**src/rtl/conv2_feeder_if.sv**
```systemverilog
// conv2 input bus: one-cycle beat strobe plus payload,
// and the per-channel weights/bias held alongside it.
interface conv2_feeder_if;
  logic         valid_o;
  logic [319:0] data_o;
  logic [71:0]  weight_o;
  logic [15:0]  bias_o;

  modport master (
    output valid_o,
    output data_o,
    output weight_o,
    output bias_o
  );

  modport slave (
    input valid_o,
    input data_o,
    input weight_o,
    input bias_o
  );
endinterface

```
**src/rtl/conv2_feeder.sv**
```systemverilog
// conv2 feeder: reads activation rows and channel parameters
// from SRAM and emits A/B beats per channel on the conv2 bus.
module conv2_feeder #(
  parameter int NUM_CH    = 32,
  parameter int ADDR_W    = 10,
  parameter int PADDR_W   = 6,
  parameter int GAP_AB    = 9,
  parameter int GAP_BA    = 9,
  parameter int CLAMP_NEG = 1
) (
  input  logic               clk,
  input  logic               rst,
  input  logic               start,
  output logic               busy,
  output logic               done,
  output logic               act_re,
  output logic [ADDR_W-1:0]  act_addr,
  input  logic [79:0]        act_rdata,
  output logic               par_re,
  output logic [PADDR_W-1:0] par_addr,
  input  logic [87:0]        par_rdata,
  conv2_feeder_if.master     bus
);

  localparam int GMAX =
    (GAP_AB > GAP_BA) ? GAP_AB : GAP_BA;
  localparam int GW = $clog2(GMAX + 2);
  localparam int CW =
    (NUM_CH > 1) ? $clog2(NUM_CH) : 1;

  localparam logic [GW-1:0] G_SAT = GW'(GMAX);
  localparam logic [GW-1:0] AB_M1 =
    GW'((GAP_AB > 0) ? GAP_AB - 1 : 0);
  localparam logic [GW-1:0] BA_M1 =
    GW'((GAP_BA > 0) ? GAP_BA - 1 : 0);
  localparam logic [CW-1:0] LAST = CW'(NUM_CH - 1);

  typedef enum logic [3:0] {
    IDLE, RD_A, WAIT_A, FIRE_A, RD_P,
    RD_B, WAIT_B, FIRE_B, HOLD, DONE
  } state_t;

  state_t         state_q, state_d;
  logic [CW-1:0]  ch_q, ch_d;
  logic [2:0]     rd_cnt_q, rd_cnt_d;
  logic [GW-1:0]  gap_q, gap_d;
  logic           cap_v_q, cap_v_d;
  logic [1:0]     cap_row_q, cap_row_d;
  logic           par_v_q, par_v_d;
  logic [319:0]   stage_q, stage_d;
  logic [319:0]   data_q, data_d;
  logic           valid_q, valid_d;
  logic [71:0]    weight_q, weight_d;
  logic [15:0]    bias_q, bias_d;
  logic           done_q, done_d;
  logic           busy_q, busy_d;
  logic           rd_st;
  logic           beat_b;

  function automatic logic [79:0] clamp_row(
    input logic [79:0] r
  );
    logic [79:0] o;
    for (int j = 0; j < 10; j++) begin
      if (CLAMP_NEG != 0 && r[j*8+7])
        o[j*8 +: 8] = 8'h00;
      else
        o[j*8 +: 8] = r[j*8 +: 8];
    end
    return o;
  endfunction

  always_comb begin
    rd_st    = (state_q == RD_A) ||
               (state_q == RD_B);
    beat_b   = (state_q == RD_B);
    act_re   = rd_st && !rd_cnt_q[2];
    act_addr = '0;
    if (act_re)
      act_addr = ADDR_W'({ch_q, beat_b,
                          rd_cnt_q[1:0]});
    par_re   = (state_q == RD_P);
    par_addr = '0;
    if (par_re)
      par_addr = PADDR_W'(ch_q);
  end

  always_comb begin
    state_d   = state_q;
    ch_d      = ch_q;
    rd_cnt_d  = rd_cnt_q;
    gap_d     = (gap_q == G_SAT) ? gap_q
                : gap_q + GW'(1);
    cap_v_d   = act_re;
    cap_row_d = rd_cnt_q[1:0];
    par_v_d   = par_re;
    stage_d   = stage_q;
    data_d    = data_q;
    valid_d   = 1'b0;
    weight_d  = weight_q;
    bias_d    = bias_q;
    done_d    = 1'b0;
    // SRAM data arrives one cycle after its read enable
    if (cap_v_q)
      stage_d[cap_row_q*80 +: 80] =
        clamp_row(act_rdata);
    if (par_v_q) begin
      weight_d = par_rdata[71:0];
      bias_d   = par_rdata[87:72];
    end
    case (state_q)
      IDLE: begin
        if (start) begin
          state_d  = RD_A;
          ch_d     = '0;
          rd_cnt_d = '0;
          gap_d    = G_SAT;
        end
      end
      RD_A, RD_B: begin
        rd_cnt_d = rd_cnt_q + 3'd1;
        if (rd_cnt_q == 3'd4) begin
          rd_cnt_d = '0;
          state_d  = (state_q == RD_A) ?
                     WAIT_A : WAIT_B;
        end
      end
      WAIT_A: if (gap_q >= BA_M1) state_d = FIRE_A;
      WAIT_B: if (gap_q >= AB_M1) state_d = FIRE_B;
      FIRE_A, FIRE_B: begin
        data_d  = stage_q;
        valid_d = 1'b1;
        gap_d   = GW'(1);
        state_d = (state_q == FIRE_A) ?
                  RD_P : HOLD;
      end
      RD_P: state_d = RD_B;
      HOLD: begin
        // next channel's reads overlap the B->A gap
        if (ch_q == LAST) begin
          if (gap_q >= BA_M1) state_d = DONE;
        end else begin
          ch_d    = ch_q + CW'(1);
          state_d = RD_A;
        end
      end
      DONE: begin
        done_d  = 1'b1;
        state_d = IDLE;
      end
      default: state_d = IDLE;
    endcase
    busy_d = (state_d != IDLE);
  end

  always_ff @(posedge clk) begin
    if (rst) begin
      state_q   <= IDLE;
      ch_q      <= '0;
      rd_cnt_q  <= '0;
      gap_q     <= '0;
      cap_v_q   <= 1'b0;
      cap_row_q <= '0;
      par_v_q   <= 1'b0;
      stage_q   <= '0;
      data_q    <= '0;
      valid_q   <= 1'b0;
      weight_q  <= '0;
      bias_q    <= '0;
      done_q    <= 1'b0;
      busy_q    <= 1'b0;
    end else begin
      state_q   <= state_d;
      ch_q      <= ch_d;
      rd_cnt_q  <= rd_cnt_d;
      gap_q     <= gap_d;
      cap_v_q   <= cap_v_d;
      cap_row_q <= cap_row_d;
      par_v_q   <= par_v_d;
      stage_q   <= stage_d;
      data_q    <= data_d;
      valid_q   <= valid_d;
      weight_q  <= weight_d;
      bias_q    <= bias_d;
      done_q    <= done_d;
      busy_q    <= busy_d;
    end
  end

  assign busy         = busy_q;
  assign done         = done_q;
  assign bus.valid_o  = valid_q;
  assign bus.data_o   = data_q;
  assign bus.weight_o = weight_q;
  assign bus.bias_o   = bias_q;

endmodule

```
**src/flat_wrapper.sv**
```systemverilog
// flat-port wrapper written by rule: the top's interface ports become plain ports
module conv2_feeder_flat 
#(
  parameter int NUM_CH    = 32,
  parameter int ADDR_W    = 10,
  parameter int PADDR_W   = 6,
  parameter int GAP_AB    = 9,
  parameter int GAP_BA    = 9,
  parameter int CLAMP_NEG = 1
)
  (clk, rst, start, busy, done, act_re, act_addr, act_rdata, par_re, par_addr, par_rdata, bus_valid_o, bus_data_o, bus_weight_o, bus_bias_o);
  conv2_feeder_if bus_i ();
  input  logic clk;
  input  logic rst;
  input  logic start;
  output logic busy;
  output logic done;
  output logic act_re;
  output logic [ADDR_W-1:0] act_addr;
  input  logic [79:0] act_rdata;
  output logic par_re;
  output logic [PADDR_W-1:0] par_addr;
  input  logic [87:0] par_rdata;
  output wire logic [$bits(bus_i.valid_o)-1:0] bus_valid_o;
  output wire logic [$bits(bus_i.data_o)-1:0] bus_data_o;
  output wire logic [$bits(bus_i.weight_o)-1:0] bus_weight_o;
  output wire logic [$bits(bus_i.bias_o)-1:0] bus_bias_o;
  assign bus_valid_o = bus_i.valid_o;
  assign bus_data_o = bus_i.data_o;
  assign bus_weight_o = bus_i.weight_o;
  assign bus_bias_o = bus_i.bias_o;
  conv2_feeder #(.NUM_CH(NUM_CH), .ADDR_W(ADDR_W), .PADDR_W(PADDR_W), .GAP_AB(GAP_AB), .GAP_BA(GAP_BA), .CLAMP_NEG(CLAMP_NEG)) u_core (.clk(clk), .rst(rst), .start(start), .busy(busy), .done(done), .act_re(act_re), .act_addr(act_addr), .act_rdata(act_rdata), .par_re(par_re), .par_addr(par_addr), .par_rdata(par_rdata), .bus(bus_i));
endmodule
```
**config.mk**
```make
export PLATFORM = sky130hd
export DESIGN_NAME = conv2_feeder_flat
export DESIGN_NICKNAME = d
export VERILOG_FILES = /design/src/rtl/conv2_feeder_if.sv /design/src/rtl/conv2_feeder.sv /design/src/flat_wrapper.sv
export SDC_FILE = /design/constraint.sdc
export NUM_CORES = 1
export LEC_CHECK = 0
export ABC_CLOCK_PERIOD_IN_PS = 7700
export CELL_PAD_IN_SITES_DETAIL_PLACEMENT = 1
export CELL_PAD_IN_SITES_GLOBAL_PLACEMENT = 1
export CORE_MARGIN = 10
export CORE_UTILIZATION = 41
export CTS_CLUSTER_DIAMETER = 150
export DETAILED_ROUTE_END_ITERATION = 10
export PLACE_DENSITY_LB_ADDON = 0.1
export SLEW_MARGIN = 15
export SYNTH_ARGS = -nofsm -noshare
export SYNTH_HDL_FRONTEND = slang
export SYNTH_SLANG_ARGS = --single-unit
```
**constraint.sdc**
```tcl
create_clock -name clk -period 7.7 [get_ports clk]
set_input_delay 1.54 -clock clk [delete_from_list [all_inputs] [get_ports clk]]
set_output_delay 1.54 -clock clk [all_outputs]
set_load 0.005 [all_outputs]
```
==> impl_metrics.toml <==
[run_status]
status = "complete, no violations"

[sta]
max_freq_mhz = 228.1
finalClockSkew_ns = 0.03082
finalSetupViolations = 0
worst_slew_margin_rel_pct = 16.75
post-route-period-util_pct = 56.94
final.min_clock_period_ns = 4.384
worst_hold_slack_ns = 0.4532
worst_slew_pin_slew_ns = 1.242
setup-tns-final_ns = 0
hold_violations = 0
rsz0062_at_grt = "no"
slew_violations = 0

[die]
die_h_um = 281.4
die-area_sq_um = 79170
num_rows = 95
core-area_sq_um = 67400
die_w_um = 281.4
initial_utilization_pct = 41.56
ioPinCount = 600

[synth]
ys_types = 72
synth_compound_area_share_pct = 20.05
synth-edff-count = 0
syn_inst = 3259
syn_area_sq_um = 28010
ys_seq_area_share_pct = 47.96
synthFlopType = "dfxtp_1"
yosys_warnings = 0
syn_avg_cell_area_sq_um = 8.594
synth_top_family_by_area = "compound AO/OA/AOI/OAI gates"
synthSimpleGateAreaFrac_pct = 20.01
synth_mux_area_share_pct = 5.870
synth-seq-cells = 671
synth_fa_ha_area_share_pct = 0.5361
synth_xor_area_share_pct = 0.2189
async_flop_share_pct = 0

[place]
io_buffers = 556
place_hpwl_um = 100300
place.gp.congestion = 1.019

[clock_tree]
cts_setup_buffers = 0
cts-root-buf = "clkbuf_16"
cts.clk_slew.worst_paths_ns = 0.06
clock_latency_ns = 0.64
ctsHoldBuffers = 0
htreeDepth = 3
cts_resized = 0
cts.sinks = 671
cts_buffer_depth = 3
cts_buffers = 75
cts_tree = "done"

[layout]
areaGrowthSynthToFinish_pct = 29.82
n_fill_cell = 7664
drive_above_1_share_pct = 7.599
regArea_sq_um = 13440
final_nets = 3839
multi_input_area_sq_um = 13350
most-common-layout-cells = "725 x nand2_1, 669 x dfxtp_1, 555 x clkdlybuf4s50_1, 393 x a21oi_1, 233 x nor2_1"
layout_commonest_cell = "nand2_1"

[drt]
first_iter_violations = 2681
routed-via-count = 27550
drc = 0
first_pass_iters = 8
routedWlPerCell_um = 29.82
final_antenna_net_count = 0
via_per_inst = 6.002
wl_um = 136900

[power]
leakagePower_nw = 12.06
vdd_drop_max_v = 0.0001580
power.density_nw_per_um2 = 214.5

[worst_setup_path]
crit_end = "u_core.stage_q[225]"
required_ns = 8.23
start_kind = "input pin"
rr_worst_depth = 8
crit_arrival_ns = 4.91
startpoint = "rst"
crit_type = "in -> reg"
max_stage_delay_ns = 0.78
r2r_slack_ns = 3.35
worstPathCellList = "buf_8, buf_12, or3_4, nor2_2, nand3_1, o221ai_1"
reg2reg_to = "u_core.stage_q[213]"
worst-path-max-fanout = 184
r2r-start = "u_core.cap_row_q[0]"
crit_path_end_kind = "flip-flop"
cpMaxStageDelayCell = "nand3_1"

[min_path]
min_path_type = "reg -> reg"
hp-start = "u_core.bus.data_o[104]"

[flow_run]
drv_cap = 0

[global_route]
grt_pass1_wl_um = 195500
grt_max_degree = 193
overflow = 0
antenna_found_initial = 5
grt_pass1_vias = 28020
grt.total_usage_pct = 33.05
where the power goes:
| part | switching [mW] | internal (mW) |
|---|---|---|
| sequential | 0.0274 | 3.50 |
| combinational | 0.406 | 0.194 |
| clock | 1.53 | 2.14 |
registers in the layout (all words and copies together), names as in the netlist:
name	flops
u_core.bus.data_o	280
u_core.stage_q	280
u_core.bus.weight_o	72
u_core.bus.bias_o	16
u_core.ch_q	5
u_core.gap_q	4
u_core.state_q	4
u_core.rd_cnt_q	3
u_core.cap_row_q	2
u_core.bus.valid_o	1
u_core.busy	1
u_core.cap_v_q	1
u_core.done	1
u_core.par_v_q	1
how the worst min path moves through the flow:
| stage | end | slack (ns) | cells past startpoint |
|---|---|---|---|
| 2_1_floorplan | u_core.stage_q[176] | 0.42 | 2 |
| 3_3_place_gp | u_core.stage_q[176] | 0.44 | 2 |
| 4_1_cts | u_core.bus.data_o[273] | 0.45 | 2 |
| 6_report | u_core.bus.data_o[104] | 0.45 | 2 |
| 5_1_grt | u_core.bus.data_o[27] | 0.47 | 2 |
| 3_5_place_dp | u_core.stage_q[185] | 0.44 | 2 |
stage by stage:
| stage | total power, mW | cells | utilization, % | setup slack (ns) | instance area, sq um |
|---|---|---|---|---|---|
| CTS | 7.804 | 4584 | 53.92 | 3.281 | 36340 |
| detailed placement | 4.173 | 4452 | 50.22 | 2.924 | 33850 |
| global route | 7.992 | 4586 | 53.94 | 3.107 | 36350 |
| global placement | 4.165 | 4450 | 50.16 | 2.974 | 33810 |
| finish | 7.798 | 4590 | 53.95 | 3.316 | 36360 |
| floorplan | 3.882 | 3301 | - | 4.759 | 28170 |
cells by family after synthesis:
group | count (synthesis)
simple gates | 1237
other cells | 1
compound gates | 856
flops | 671
xor+xnor | 7
fa+ha+maj | 12
mux | 145
buf+inv | 330
layout make-up:
type / instances / area share [%]
antenna: 6 / 0.04129
clock buffer: 112 / 6.218
clock inverter: 20 / 0.6332
inverter: 7 / 0.07226
multi-input combinational: 2300 / 36.73
sequential: 671 / 36.96
tap: 873 / 3.004
timing repair buffer: 601 / 16.35
layer usage:
layer	share of wire, %	track usage (%)	up-vias
li1	-	-	12130
met1	38	39.33	13620
met2	46	53.23	1456
met3	11	11.33	353
met4	5.0	15.11	2
met5	0.0095	0	-
synth_stat cells (10+ instances only):
cell        n  share of area [%]
a21oi_1   396                7.1
buf_4      48                1.3
clkbuf_1  218                2.9
or4_1      15               0.40
dfxtp_1   671                 48
buf_2      48               0.86
a22o_1     28               0.88
o221ai_2   10               0.54
mux2_2     14               0.56
mux4_2     14                1.1
ha_1       12               0.54
nand2_1   725                9.7
nor2_1    235                3.1
o21ai_0    54               0.96
nand3b_1   31               0.83
a222oi_1   21               0.75
nor2b_1    18               0.40
nand2b_1   90                2.0
o221ai_1   47                1.5
or3b_2     24               0.75
a211oi_1   72                1.9
nand4_1    15               0.34
a311oi_1   15               0.47
o22ai_1    13               0.29
o211ai_1   28               0.75
mux2i_1   117                4.2
and2_1     17               0.38
nand3_1    10               0.18
a22oi_1   121                3.2
a32oi_1    28               0.88
worst max-delay path, delay by kind of cell:
| kind | cells | cell delay (ns) |
|---|---|---|
| AO/OA/AOI/OAI | 1 | 0.42 |
| buffers and inverters | 2 | 0.60 |
| AND/OR/NAND/NOR | 3 | 1.99 |
Power figures use the tool's default switching activity.
